<file path="src/rtl/dmem_arbiter_if.sv">
// Bus bundle between the two dmem requesters, the arbiter and the dmem array.
// slave = arbiter side, master = requester/memory side.
interface dmem_arbiter_if #(
    parameter int ADDR_W = 11
);
    logic              a_req;
    logic              a_we;
    logic [ADDR_W-1:0] a_addr;
    logic [31:0]       a_wdata;
    logic              a_gnt;
    logic              a_rvalid;
    logic [31:0]       a_rdata;

    logic              b_req;
    logic              b_we;
    logic [ADDR_W-1:0] b_addr;
    logic [31:0]       b_wdata;
    logic              b_gnt;
    logic              b_rvalid;
    logic [31:0]       b_rdata;

    logic              dm_w;
    logic              dm_r;
    logic [ADDR_W-1:0] dm_addr;
    logic [31:0]       dm_wdata;
    logic [31:0]       dm_rdata;

    modport slave (
        input  a_req, a_we, a_addr, a_wdata,
        output a_gnt, a_rvalid, a_rdata,
        input  b_req, b_we, b_addr, b_wdata,
        output b_gnt, b_rvalid, b_rdata,
        output dm_w, dm_r, dm_addr, dm_wdata,
        input  dm_rdata
    );

    modport master (
        output a_req, a_we, a_addr, a_wdata,
        input  a_gnt, a_rvalid, a_rdata,
        output b_req, b_we, b_addr, b_wdata,
        input  b_gnt, b_rvalid, b_rdata,
        input  dm_w, dm_r, dm_addr, dm_wdata,
        output dm_rdata
    );
endinterface

</file>
<file path="src/rtl/dmem_arbiter.sv">
// Two-port dmem arbiter: one access slot per cycle, fixed A priority with B starvation
// relief; define DMEM_ARB_RR_EN for round-robin priority instead.
module dmem_arbiter #(
    parameter int STARVE_LIMIT = 4,
    parameter int ADDR_W       = 11
) (
    input  logic                  clk,
    input  logic                  rst,
    dmem_arbiter_if.slave         bus,
    output logic [1:0]            state_dbg
);
    // Handshake: a request is accepted in the cycle where x_req && x_gnt; the requester
    // holds we/addr/wdata stable until then. gnt is combinational, rvalid is a one-cycle pulse.
    typedef enum logic [1:0] {
        IDLE    = 2'd0,
        SERVE_A = 2'd1,
        SERVE_B = 2'd2
    } state_t;

    state_t            state_q, state_d;
    logic              cap_we;
    logic [ADDR_W-1:0] cap_addr;
    logic [31:0]       cap_wdata;
    logic              b_prio;
    logic              a_gnt, b_gnt;
    logic              serving;
    logic              rd_a, rd_b;

`ifdef DMEM_ARB_RR_EN
    logic last_b;  // 1 when B won the most recent contention
    assign b_prio = ~last_b;
`else
    localparam int CNT_W = $clog2(STARVE_LIMIT + 1);
    logic [CNT_W-1:0] starve_cnt;
    assign b_prio = (starve_cnt >= CNT_W'(STARVE_LIMIT));
`endif

    always_comb begin
        a_gnt   = 1'b0;
        b_gnt   = 1'b0;
        state_d = IDLE;
        if (!rst) begin
            if (bus.a_req && (!bus.b_req || !b_prio)) begin
                a_gnt = 1'b1;
            end else if (bus.b_req) begin
                b_gnt = 1'b1;
            end
        end
        if (a_gnt) begin
            state_d = SERVE_A;
        end else if (b_gnt) begin
            state_d = SERVE_B;
        end
    end

    // The slot after acceptance drives dmem from the captured request.
    assign serving      = (state_q != IDLE) && !rst;
    assign rd_a         = (state_q == SERVE_A) && !cap_we;
    assign rd_b         = (state_q == SERVE_B) && !cap_we;
    assign bus.a_gnt    = a_gnt;
    assign bus.b_gnt    = b_gnt;
    assign bus.dm_w     = serving && cap_we;
    assign bus.dm_r     = serving && !cap_we;
    assign bus.dm_addr  = cap_addr;
    assign bus.dm_wdata = cap_wdata;
    assign state_dbg    = state_q;

    always_ff @(posedge clk) begin
        if (rst) begin
            state_q      <= IDLE;
            cap_we       <= 1'b0;
            cap_addr     <= '0;
            cap_wdata    <= '0;
            bus.a_rvalid <= 1'b0;
            bus.b_rvalid <= 1'b0;
            bus.a_rdata  <= '0;
            bus.b_rdata  <= '0;
        end else begin
            state_q <= state_d;
            if (a_gnt) begin
                cap_we    <= bus.a_we;
                cap_addr  <= bus.a_addr;
                cap_wdata <= bus.a_wdata;
            end else if (b_gnt) begin
                cap_we    <= bus.b_we;
                cap_addr  <= bus.b_addr;
                cap_wdata <= bus.b_wdata;
            end
            bus.a_rvalid <= rd_a;
            bus.b_rvalid <= rd_b;
            if (rd_a) bus.a_rdata <= bus.dm_rdata;
            if (rd_b) bus.b_rdata <= bus.dm_rdata;
        end
    end

`ifdef DMEM_ARB_RR_EN
    always_ff @(posedge clk) begin
        if (rst) begin
            last_b <= 1'b1;
        end else if (bus.a_req && bus.b_req) begin
            last_b <= b_gnt;
        end
    end
`else
    always_ff @(posedge clk) begin
        if (rst) begin
            starve_cnt <= '0;
        end else if (b_gnt) begin
            starve_cnt <= '0;
        end else if (bus.b_req && (starve_cnt != CNT_W'(STARVE_LIMIT))) begin
            starve_cnt <= starve_cnt + CNT_W'(1);
        end
    end
`endif

endmodule

</file>
<file path="src/flat_wrapper.sv">
// flat-port wrapper written by rule: the top's interface ports become plain ports
module dmem_arbiter_flat 
#(
    parameter int STARVE_LIMIT = 4,
    parameter int ADDR_W       = 11
)
  (clk, rst, state_dbg, bus_a_req, bus_a_we, bus_a_addr, bus_a_wdata, bus_a_gnt, bus_a_rvalid, bus_a_rdata, bus_b_req, bus_b_we, bus_b_addr, bus_b_wdata, bus_b_gnt, bus_b_rvalid, bus_b_rdata, bus_dm_w, bus_dm_r, bus_dm_addr, bus_dm_wdata, bus_dm_rdata);
  dmem_arbiter_if #(.ADDR_W(ADDR_W)) bus_i ();
  input  logic clk;
  input  logic rst;
  output logic [1:0] state_dbg;
  input wire logic [$bits(bus_i.a_req)-1:0] bus_a_req;
  input wire logic [$bits(bus_i.a_we)-1:0] bus_a_we;
  input wire logic [$bits(bus_i.a_addr)-1:0] bus_a_addr;
  input wire logic [$bits(bus_i.a_wdata)-1:0] bus_a_wdata;
  output wire logic [$bits(bus_i.a_gnt)-1:0] bus_a_gnt;
  output wire logic [$bits(bus_i.a_rvalid)-1:0] bus_a_rvalid;
  output wire logic [$bits(bus_i.a_rdata)-1:0] bus_a_rdata;
  input wire logic [$bits(bus_i.b_req)-1:0] bus_b_req;
  input wire logic [$bits(bus_i.b_we)-1:0] bus_b_we;
  input wire logic [$bits(bus_i.b_addr)-1:0] bus_b_addr;
  input wire logic [$bits(bus_i.b_wdata)-1:0] bus_b_wdata;
  output wire logic [$bits(bus_i.b_gnt)-1:0] bus_b_gnt;
  output wire logic [$bits(bus_i.b_rvalid)-1:0] bus_b_rvalid;
  output wire logic [$bits(bus_i.b_rdata)-1:0] bus_b_rdata;
  output wire logic [$bits(bus_i.dm_w)-1:0] bus_dm_w;
  output wire logic [$bits(bus_i.dm_r)-1:0] bus_dm_r;
  output wire logic [$bits(bus_i.dm_addr)-1:0] bus_dm_addr;
  output wire logic [$bits(bus_i.dm_wdata)-1:0] bus_dm_wdata;
  input wire logic [$bits(bus_i.dm_rdata)-1:0] bus_dm_rdata;
  assign bus_i.a_req = bus_a_req;
  assign bus_i.a_we = bus_a_we;
  assign bus_i.a_addr = bus_a_addr;
  assign bus_i.a_wdata = bus_a_wdata;
  assign bus_a_gnt = bus_i.a_gnt;
  assign bus_a_rvalid = bus_i.a_rvalid;
  assign bus_a_rdata = bus_i.a_rdata;
  assign bus_i.b_req = bus_b_req;
  assign bus_i.b_we = bus_b_we;
  assign bus_i.b_addr = bus_b_addr;
  assign bus_i.b_wdata = bus_b_wdata;
  assign bus_b_gnt = bus_i.b_gnt;
  assign bus_b_rvalid = bus_i.b_rvalid;
  assign bus_b_rdata = bus_i.b_rdata;
  assign bus_dm_w = bus_i.dm_w;
  assign bus_dm_r = bus_i.dm_r;
  assign bus_dm_addr = bus_i.dm_addr;
  assign bus_dm_wdata = bus_i.dm_wdata;
  assign bus_i.dm_rdata = bus_dm_rdata;
  dmem_arbiter #(.STARVE_LIMIT(STARVE_LIMIT), .ADDR_W(ADDR_W)) u_core (.clk(clk), .rst(rst), .bus(bus_i), .state_dbg(state_dbg));
endmodule
</file>
<file path="config.mk">
export PLATFORM = sky130hd
export DESIGN_NAME = dmem_arbiter_flat
export DESIGN_NICKNAME = d
export VERILOG_FILES = /design/src/rtl/dmem_arbiter_if.sv /design/src/rtl/dmem_arbiter.sv /design/src/flat_wrapper.sv
export SDC_FILE = /design/constraint.sdc
export NUM_CORES = 1
export LEC_CHECK = 0
export ABC_AREA = 1
export BUFFER_PORTS_ARGS = -buffer_cell sky130_fd_sc_hd__buf_2
export CAP_MARGIN = 25
export CORE_ASPECT_RATIO = 2
export CORE_MARGIN = 2
export CORE_UTILIZATION = 40
export CTS_CLUSTER_SIZE = 25
export DETAILED_ROUTE_END_ITERATION = 12
export GPL_TIMING_DRIVEN = 0
export MAX_ROUTING_LAYER = met4
export PLACE_DENSITY = 0.69
export SYNTH_ARGS = -nofsm -noshare
export SYNTH_HDL_FRONTEND = slang
export SYNTH_SLANG_ARGS = --single-unit
</file>
<file path="constraint.sdc">
create_clock -name clk -period 1.3 [get_ports clk]
set_input_delay 0 -clock clk [delete_from_list [all_inputs] [get_ports clk]]
set_output_delay 0 -clock clk [all_outputs]
set_load 0.1 [all_outputs]
</file>
After elaboration in Yosys (flattened, before gate mapping)
Index checks and enable logic that the tools add are counted.
{"block": "classes", "eq_ne": 3, "n_mux": 13, "reduce_logical": 16, "order_cmp": 1, "n_addsub": 1}
{"op": "two-way mux 32 bit", "count": 2}
{"op": "two-way mux 11 bit", "count": 2}
{"op": "two-way mux 1 bit", "count": 8}
{"op": "logical AND 1 bit", "count": 7}
{"op": "logical NOT 1 bit", "count": 4}
{"op": "nonzero test 2 bit", "count": 2}
{"op": "OR reduction 2 bit", "count": 2}
{"op": "adder 3 x 1 -> 3 bit (second input constant)", "count": 1}
{"op": ">= comparator 3 bit (second input constant)", "count": 1}
{"op": "inequality test 3 bit (second input constant)", "count": 1}
{"op": "== test 2 x 1 -> 1 bit (second input constant)", "count": 1}
{"op": "== test 2 bit (second input constant)", "count": 1}
{"op": "two-way mux 2 bit", "count": 1}
{"op": "logical OR 1 bit", "count": 1}
{"block": "word_totals", "register_bits": 115, "in_bits": 124, "out_inout_bits": 115}

Depth between registers and ports, before layout
Gate-level depths: netlist of run 1.
{"block": "logic_depth", "word_depth": 8, "mapped_depth": 9}

Least setup slack after synthesis of run 1
OpenSTA, ideal clock, no wires.
{"block": "synth_path", "kind": "register to output", "start": "register u_core.state_q[1], in the netlist u_core.state_dbg[1]", "end": "output bus_dm_r", "t_arrival_ns": 2.533, "slack_ns": -1.233, "path_stages_with_launch": 3, "n_path_buf": 0, "required_time_ns": 1.300, "path_cell_list": "dfxtp_1 > o21ai_0 > nor2_1"}
{"block": "synth_via", "elab_chain_len": 3}
{"item": "start, declared", "line_no": "dmem_arbiter.sv:20", "source": "state_t state_q, state_d;"}
{"item": "start signal, assigned", "line_no": "dmem_arbiter.sv:79", "source": "state_q <= state_d;"}
{"item": "nonzero test 2 bit", "line_no": "dmem_arbiter.sv:57", "source": "assign serving = (state_q != IDLE) && !rst;"}
{"item": "logical AND 1 bit", "line_no": "dmem_arbiter.sv:57"}
{"item": "logical AND 1 bit", "line_no": "dmem_arbiter.sv:63", "source": "assign bus.dm_r = serving && !cap_we;"}
{"item": "end, declared", "line_no": "flat_wrapper.sv:27", "source": "output wire logic [$bits(bus_i.dm_r)-1:0] bus_dm_r;"}
Every way passes these cells.

Worst setup path after layout of run 1
{"block": "layout_path", "start": "register u_core.starve_cnt[2]", "end": "register u_core.cap_addr[8], in the netlist u_core.bus.dm_addr[8]"}
{"block": "layout_via", "elab_chain_len": 7, "elab_cells_between_ends": 10}
{"item": "start, declared", "line_no": "dmem_arbiter.sv:34", "source": "logic [CNT_W-1:0] starve_cnt;"}
{"item": "start signal, assigned", "line_no": "dmem_arbiter.sv:111", "source": "starve_cnt <= starve_cnt + CNT_W'(1);"}
{"item": ">= comparator 3 bit *", "line_no": "dmem_arbiter.sv:35", "source": "assign b_prio = (starve_cnt >= CNT_W'(STARVE_LIMIT));"}
{"item": "logical NOT 1 bit *", "line_no": "dmem_arbiter.sv:43", "source": "if (bus.a_req && (!bus.b_req || !b_prio)) begin"}
{"item": "logical OR 1 bit *", "line_no": "dmem_arbiter.sv:43"}
{"item": "logical AND 1 bit *", "line_no": "dmem_arbiter.sv:43"}
{"item": "two-way mux 1 bit", "line_no": "dmem_arbiter.sv:43"}
{"item": "two-way mux 1 bit", "line_no": "dmem_arbiter.sv:42", "source": "if (!rst) begin"}
{"item": "two-way mux 11 bit / nonzero test 2 bit (equally long branches)"}
{"item": "end signal, assigned", "line_no": "dmem_arbiter.sv:82", "source": "cap_addr <= bus.a_addr;"}
{"item": "end signal, assigned", "line_no": "dmem_arbiter.sv:86", "source": "cap_addr <= bus.b_addr;"}
{"item": "end, declared", "line_no": "dmem_arbiter.sv:22", "source": "logic [ADDR_W-1:0] cap_addr;"}
Every way passes the cells marked *; elsewhere a longest branch is shown, timed or not.
A chain may end at the register's enable or synchronous reset.

==> qor.yml, run 1 <==
yosys:
  netlist_area_um2: 5169
  ys_warn_count: 0
  seq_area_frac_synth_pct: 44.54
  synth_async_sr_flop_share_pct: 0
  syn-num-nets: 883
  ys_ff_latch: 115
  ys_types: 22
  yosys_most_used_dff: "dfxtp_1"
  synth_edf_count: 0
  synth_area_per_cell_um2: 6.828
  syn_inst: 757
worst_setup_path:
  cp_num_buf_inv: 5
  critPathRequiredTime_ns: 1.64
  crit_path_max_fanout: 11
  max_stage_delay_ns: 0.36
  cp-start-kind: "register"
  cpMaxStageDelayCell: "dfxtp_4"
  crit_chain: "nand2_8, nand2_4, buf_6, buf_4, buf_12, buf_12, a31oi_2, inv_1, nor2_1"
  critPathCaptureType: "register"
  arrival_ns: 1.88
  path_class: "register to register"
  timing.critical_path.mode_cell: "buf_12"
  crit_family: "buffers and inverters"
placement:
  dp_hpwl_um: 12760
  globalplace.congestion: 0.8832
  placed_area_um2: 6665
  port_buffers: 236
sta:
  rsz0062_at_grt: "true"
  layout_setup_ws_ns: -0.2457
  fmax_ghz: 0.6470
  setup-tns-final_ns: -5.210
  period_needed_ns: 1.546
  slew_headroom_pct: 32.60
  final_hold_viol_count: 1
  worst_slew_pin_slew_ns: 1.011
  setup_violations: 48
  whs_ns: -0.002280
  slew_viol_final: 0
  fin_skew_ns: 0.009079
  finalCritPeriodShare_pct: 118.9
run:
  cap_viol_max_count: 0
clock_tree:
  cts_num_sinks: 115
  clk_latency_ns: 0.41
  clockRootBuffer: "clkbuf_16"
  cts_tree: "built"
  cts_made_buffers: 17
  cts_max_level: 4
  clk_pin_slew_ns: 0.07
  clk_path_buf_depth: 2
global_route:
  first_global_vias: 6565
  gr-usage-all-layers_pct: 28.24
  grt_pass1_wl_um: 30530
  antenna_found_initial: 0
  grt_start_max_net_pins: 17
  grt_remaining_overflow: 0
drt:
  antenna_left: 0
  vias_per_cell: 5.178
  wl_per_cell_um: 16.99
  routed_wl_um: 22270
  drtPass1Iterations: 5
  dr_total_vias: 6789
  drt_iter0_drc: 396
  drc_errors: 0
cells_and_area:
  synthToLayoutAreaGrowth_pct: 80.37
  fin_util_pct: 73.83
  final_common_cell: "buf_2"
  layout.nets: 1274
  diodes: 0
  drive_above_1_share_pct: 36.78
  finish.instance_area_um2: 9323
  mostFrequentLayoutCells: "buf_2, nor2_1, inv_1"
  fillers: 883
floorplan:
  die_x_um: 84.38
  coreArea_um2: 12630
  top_level_ports: 239
  num_rows: 58
  design.die.area_um2: 13900
  initial_core_util_pct: 40.93
  die_y_um: 164.8
pwr:
  peakVddDrop_uv: 1468
  power.leakage_nw: 4.686
  p_per_area_nw_per_um2: 1346
outcome:
  violations: "negative hold slack, negative setup slack"
  status: "complete, but fails checks"
min_path:
  hp-class: "input pin to register"
## area by class of cell
type                            instances  area, µm²  share of cell area, %
Clock buffer                           19      442.9                  4.751
Multi-Input combinational cell        453       2499                  26.80
Timing Repair Buffer                  375       2724                  29.22
Tap cell                              150      187.7                  2.013
Buffer                                 55      426.7                  4.577
Sequential cell                       115       2371                  25.43
Clock inverter                         13      173.9                  1.866
Inverter                              131      498.0                  5.342
## report_power, final
part | internal, mW | switching (mW) | leakage (nW)
clock network | 3.10 | 1.82 | 0.304
registers | 3.78 | 0.130 | 0.959
logic | 0.993 | 2.72 | 3.42
## metrics by stage
| step | total power [mW] | std cells | worst slack [ns] |
|---|---|---|---|
| 2_1_floorplan | 6.354 | 757 | -0.01139 |
| 3_3_place_gp | 6.973 | 1143 | -0.3153 |
| 3_5_place_dp | 6.992 | 1143 | -0.3245 |
| 4_1_cts | 12.22 | 1300 | -0.1719 |
| 5_1_grt | 12.90 | 1311 | -0.3093 |
| 6_report | 12.55 | 1311 | -0.2457 |
## repair_timing
action / 4_1_cts / 5_1_grt
setup endpoints to repair: 107 / 92
pin swaps: 2 / 24
hold buffers: 115 / 1
endpoints found under the hold margin: 108 / 1
buffers inserted: 11 / 6
gates resized for setup: 49 / 100
gates cloned: 1 / 6
## per-layer routing
metal / GRT usage (%) / up-vias / routed length (µm)
li1: - / 3192 / -
met1: 26.64 / 3053 / 7493
met2: 53.17 / 426 / 12070
met3: 4.798 / 118 / 1363
met4: 15.87 / 0 / 1337
met5: - / - / 0
## worst reg2reg max path, cell delays in order (launching register included)
cell and delay (ns):
dfxtp_4 0.36, nand2_8 0.09, nand2_4 0.05, buf_6 0.13, buf_4 0.14, buf_12 0.15
buf_12 0.15, a31oi_2 0.17, inv_1 0.11, nor2_1 0.13
## path summary, 6_finish.rpt
check	startpoint	to	slack (ns)	depth (start not counted)
worst max-delay path	u_core.starve_cnt[2]	u_core.bus.dm_addr[8]	-0.25	9
worst min-delay path	bus_a_wdata[22]	u_core.bus.dm_wdata[22]	-0.002	5
worst max register to register	u_core.starve_cnt[2]	u_core.bus.dm_addr[8]	-0.25	9
worst min register to register	u_core.bus.b_rdata[18]	u_core.bus.b_rdata[18]	0.44	2
## cell families (layout without fill, tap and decap cells)
family	after synthesis	after routing	share of synthesized area, %
flip-flops	115	115	44.54
AND/OR/NAND/NOR	304	304	24.52
AO/OA/AOI/OAI	146	146	15.30
XOR/XNOR	1	1	0.1695
buffers and inverters	189	593	14.98
adder cells (fa/ha/maj)	2	2	0.4841
## cells in the mapped netlist, types with 2 or more instances
master	number	area, µm²
clkbuf_1	32	120.1
nand4_1	44	275.3
o21ai_0	67	335.3
buf_2	16	80.08
ha_1	2	25.02
dfxtp_1	115	2302
a21oi_1	33	165.2
nor2_1	160	600.6
buf_1	2	7.510
buf_6	4	45.04
buf_4	4	30.03
nand2_1	96	360.4
a31oi_1	44	275.3
inv_1	130	488.0
## state kept, by name (all words and copies together), names as in the netlist
signal	count
u_core.state_dbg	2
u_core.starve_cnt	3
u_core.cap_we	1
u_core.bus.b_rvalid	1
u_core.bus.dm_wdata	32
u_core.bus.dm_addr	11
u_core.bus.a_rvalid	1
u_core.bus.a_rdata	32
u_core.bus.b_rdata	32
Power figures use the tool's default switching activity.
==> run 2: changes to the inputs <==
- ABC_AREA: 1 -> unset
- PLACE_DENSITY: 0.69 -> 0.71
==> run 2 against run 1 <==
Effect of this change: register-to-register slack better by 0.07 ns; the run ends with negative setup slack left; synthesized area is 11% lower; total power is 3.5% lower; largest cell class unchanged; sequential power is 2% lower.
==> qor.yml, run 2 <==
worst_setup_path:
  cpMaxStageDelayCell: "dfxtp_4"
  crit_family: "buffers and inverters"
  reg2reg_to: "u_core.bus.dm_addr[7]"
  critPathRequiredTime_ns: 1.58  # -0.06 ns
  cp_num_buf_inv: 3  # -2
  path_depth: 6  # -3
  r2r_start: "u_core.starve_cnt[2]"
  max_stage_delay_ns: 0.38  # +0.02 ns
  cp-start-kind: "register"
  endpoint: "u_core.bus.dm_addr[7]"
  regToRegSetupSlack_ns: -0.17  # +0.07 ns
  crit_chain: "nand2_8, and3b_1, buf_6, buf_8, buf_6, a221o_1"
  r2r.worst_path.cells: 6  # -3
  critPathCaptureType: "register"
  arrival_ns: 1.75  # -0.13 ns
  path_class: "register to register"
  timing.critical_path.mode_cell: "buf_6"
  crit_start: "u_core.starve_cnt[2]"
  crit_path_max_fanout: 5  # -6
yosys:
  synth-xor-area-share_pct: 0  # -0.17 points
  netlist_area_um2: 4601  # -11%
  synth_top_area_share_pct: 50.04  # +5.5 points
  seq_area_frac_synth_pct: 50.04  # +5.5 points
  synth_area_per_cell_um2: 9.466  # +39%
  yosys_most_used_dff: "dfxtp_1"
  netlist_top_cells_count: "dfxtp_1, nand2_1, inv_1"
  syn_inst: 486  # -36%
  ys_types: 27  # +23%
  ys_warn_count: 0  # unchanged
  synth_mux_area_share_pct: 7.180  # +7.2 points
  synth_async_sr_flop_share_pct: 0  # unchanged
  ys_ff_latch: 115  # unchanged
  synth_compound_area_share_pct: 22.14  # +6.8 points
  synth_simple_gate_area_share_pct: 10.77  # -14 points
  syn-num-nets: 612  # -31%
  synth_top_family_by_area: "compound AO/OA/AOI/OAI gates"
  synthAdderAreaFrac_pct: 0.5439  # +0.060 points
  synth_edf_count: 0  # unchanged
  synth_area_leaders: "dfxtp_1, a221o_1, a2111oi_0"
  yosysMostFrequentCell: "dfxtp_1"
  yosys.area.top_type: "dfxtp_1"
drt:
  vias_per_cell: 5.301  # +2.4%
  drc_errors: 0  # unchanged
  dr_total_vias: 5274  # -22%
  routed_wl_um: 17590  # -21%
  drt_iter0_drc: 218  # -45%
  wl_per_cell_um: 17.67  # +4.0%
  antenna_left: 0  # unchanged
  drtPass1Iterations: 5  # unchanged
sta:
  rsz0062_at_grt: "true"
  finalCritPeriodShare_pct: 113.4  # -5.5 points
  layout_setup_ws_ns: -0.1743  # +0.07135 ns
  setup_violations: 100  # +110%
  fmax_ghz: 0.6783  # +4.8%
  slew_viol_final: 0  # unchanged
  period_needed_ns: 1.474  # -0.07135 ns
  worst_slew_pin_slew_ns: 0.6396  # -0.3714 ns
  slew_headroom_pct: 57.20  # +25 points
  final_hold_viol_count: 0  # -1
  fin_skew_ns: 0.01049  # +0.001412 ns
clock_tree:
  cts_max_level: 4  # unchanged
  cts_num_sinks: 115  # unchanged
  cts_tree: "built"
  clk_pin_slew_ns: 0.06  # about the same
  clk_path_buf_depth: 2  # unchanged
  clk_latency_ns: 0.41  # about the same
  clockRootBuffer: "clkbuf_16"
  cts_made_buffers: 17  # unchanged
outcome:
  violations: "negative setup slack"
  status: "complete, but fails checks"
placement:
  dp_cells: 864  # -24%
  globalplace.congestion: 0.8225  # -6.9%
  dp_hpwl_um: 11090  # -13%
  port_buffers: 236  # unchanged
floorplan:
  die_y_um: 155.7  # -5.5%
  top_level_ports: 239  # unchanged
  initial_core_util_pct: 40.76  # -0.17 points
  design.die.area_um2: 12430  # -11%
  die_x_um: 79.84  # -5.4%
  num_rows: 55  # -5.2%
  coreArea_um2: 11290  # -11%
pwr:
  share_comb_of_total_power_pct: 22.9  # -6.7 points
  p_int_mw: 8.236  # +4.5%
  power.total_mw: 12.12  # -3.5%
  p_seq_share_pct: 31.8  # +0.6 points
  swShare_pct: 32.02  # -5.2 points
  p_clk_share_pct: 45.3  # +6.0 points
  peakVddDrop_uv: 1084  # -26%
  power.leakage_nw: 3.767  # -20%
  p_switching_mw: 3.880  # -17%
  p_per_area_nw_per_um2: 1497  # +11%
cells_and_area:
  drive_above_1_share_pct: 43.26  # +6.5 points
  mostFrequentLayoutCells: "buf_2, dfxtp_1, dlygate4sd3_1"
  final_cells: 995  # -24%
  layout.nets: 966  # -24%
  fillers: 835  # -5.4%
  diodes: 0  # unchanged
  fin_util_pct: 71.72  # -2.1 points
  final_common_cell: "buf_2"
  synthToLayoutAreaGrowth_pct: 75.93
global_route:
  gr-usage-all-layers_pct: 26.90  # -1.3 points
  grt_pass1_wl_um: 25650  # -16%
  antenna_found_initial: 0  # unchanged
  grt_remaining_overflow: 0  # unchanged
  first_global_vias: 5521  # -16%
  grt_start_max_net_pins: 17  # unchanged
run:
  cap_viol_max_count: 0  # unchanged
min_path:
  hp-class: "input pin to register"
run 2: worst min-delay path, stage by stage:
cell and delay, ns:
buf_2 0.09, inv_1 0.04, a2111oi_1 0.04, a221o_1 0.25
run 2: cells by family after synthesis:
logic type | Yosys count
mux | 33
buf+inv | 95
simple gates | 116
compound gates | 125
fa+ha+maj | 2
flops | 115
run 2: metal layers:
metal,track usage [%],vias up,share of wire [%]
li1,-,2461,-
met1,24.53,2501,34
met2,50.38,245,57
met3,5.498,67,4.5
met4,14.61,0,4.4
met5,-,-,0
run 2: what timing repair did:
item	4_1_cts	5_1_grt
cloned	5	4
hold buffers	77	0
resized for setup	44	81
endpoints found under the setup margin	102	87
setup buffers	13	3
endpoints found under the hold margin	112	0
pin swaps	5	18
run 2: worst min path at each step:
stage / from / endpoint / slack (ns) / cells after the start
floorplan: bus_dm_rdata[1] / u_core.bus.b_rdata[1] / 0.14 / 2
global placement: bus_a_wdata[17] / u_core.bus.dm_wdata[17] / 0.23 / 2
detailed placement: bus_a_wdata[23] / u_core.bus.dm_wdata[23] / 0.23 / 2
CTS: bus_b_req / u_core.starve_cnt[0] / 0.05 / 4
global route: bus_b_wdata[24] / u_core.bus.dm_wdata[24] / 0.07 / 4
finish: bus_b_wdata[24] / u_core.bus.dm_wdata[24] / 0.07 / 4
run 2: power by group through the flow:
| stage | Combinational (mW) | Clock [mW] | Sequential [mW] |
|---|---|---|---|
| CTS | 2.67 | 5.53 | 3.83 |
| finish | 2.78 | 5.49 | 3.85 |
| detailed placement | 2.39 | 0 | 3.90 |
| floorplan | 0.515 | 0 | 5.23 |
| global route | 2.87 | 5.73 | 3.86 |
| global placement | 2.36 | 0 | 3.89 |
run 2: cell type report:
| cell class | count | area [µm²] | area share, % |
|---|---|---|---|
| Inverter | 48 | 180.2 | 2.226 |
| Multi-Input combinational cell | 277 | 2148 | 26.54 |
| Tap cell | 142 | 177.7 | 2.195 |
| Sequential cell | 115 | 2318 | 28.64 |
| Buffer | 45 | 314.1 | 3.880 |
| Clock buffer | 19 | 454.2 | 5.611 |
| Timing Repair Buffer | 336 | 2260 | 27.92 |
| Clock inverter | 13 | 241.5 | 2.983 |
run 2: stage by stage:
stage                     area, µm²  setup TNS (ns)  hold WS (ns)  setup WS, ns
after floorplan                4679          -9.646        0.1360       -0.1714
after global placement         6038          -13.57        0.2259       -0.2756
after detailed placement       6038          -14.65        0.2333       -0.2473
after CTS                      7800          -4.940       0.05414       -0.1543
after global routing           8094          -11.35       0.07101       -0.2128
final                          8094          -7.133       0.07129       -0.1743
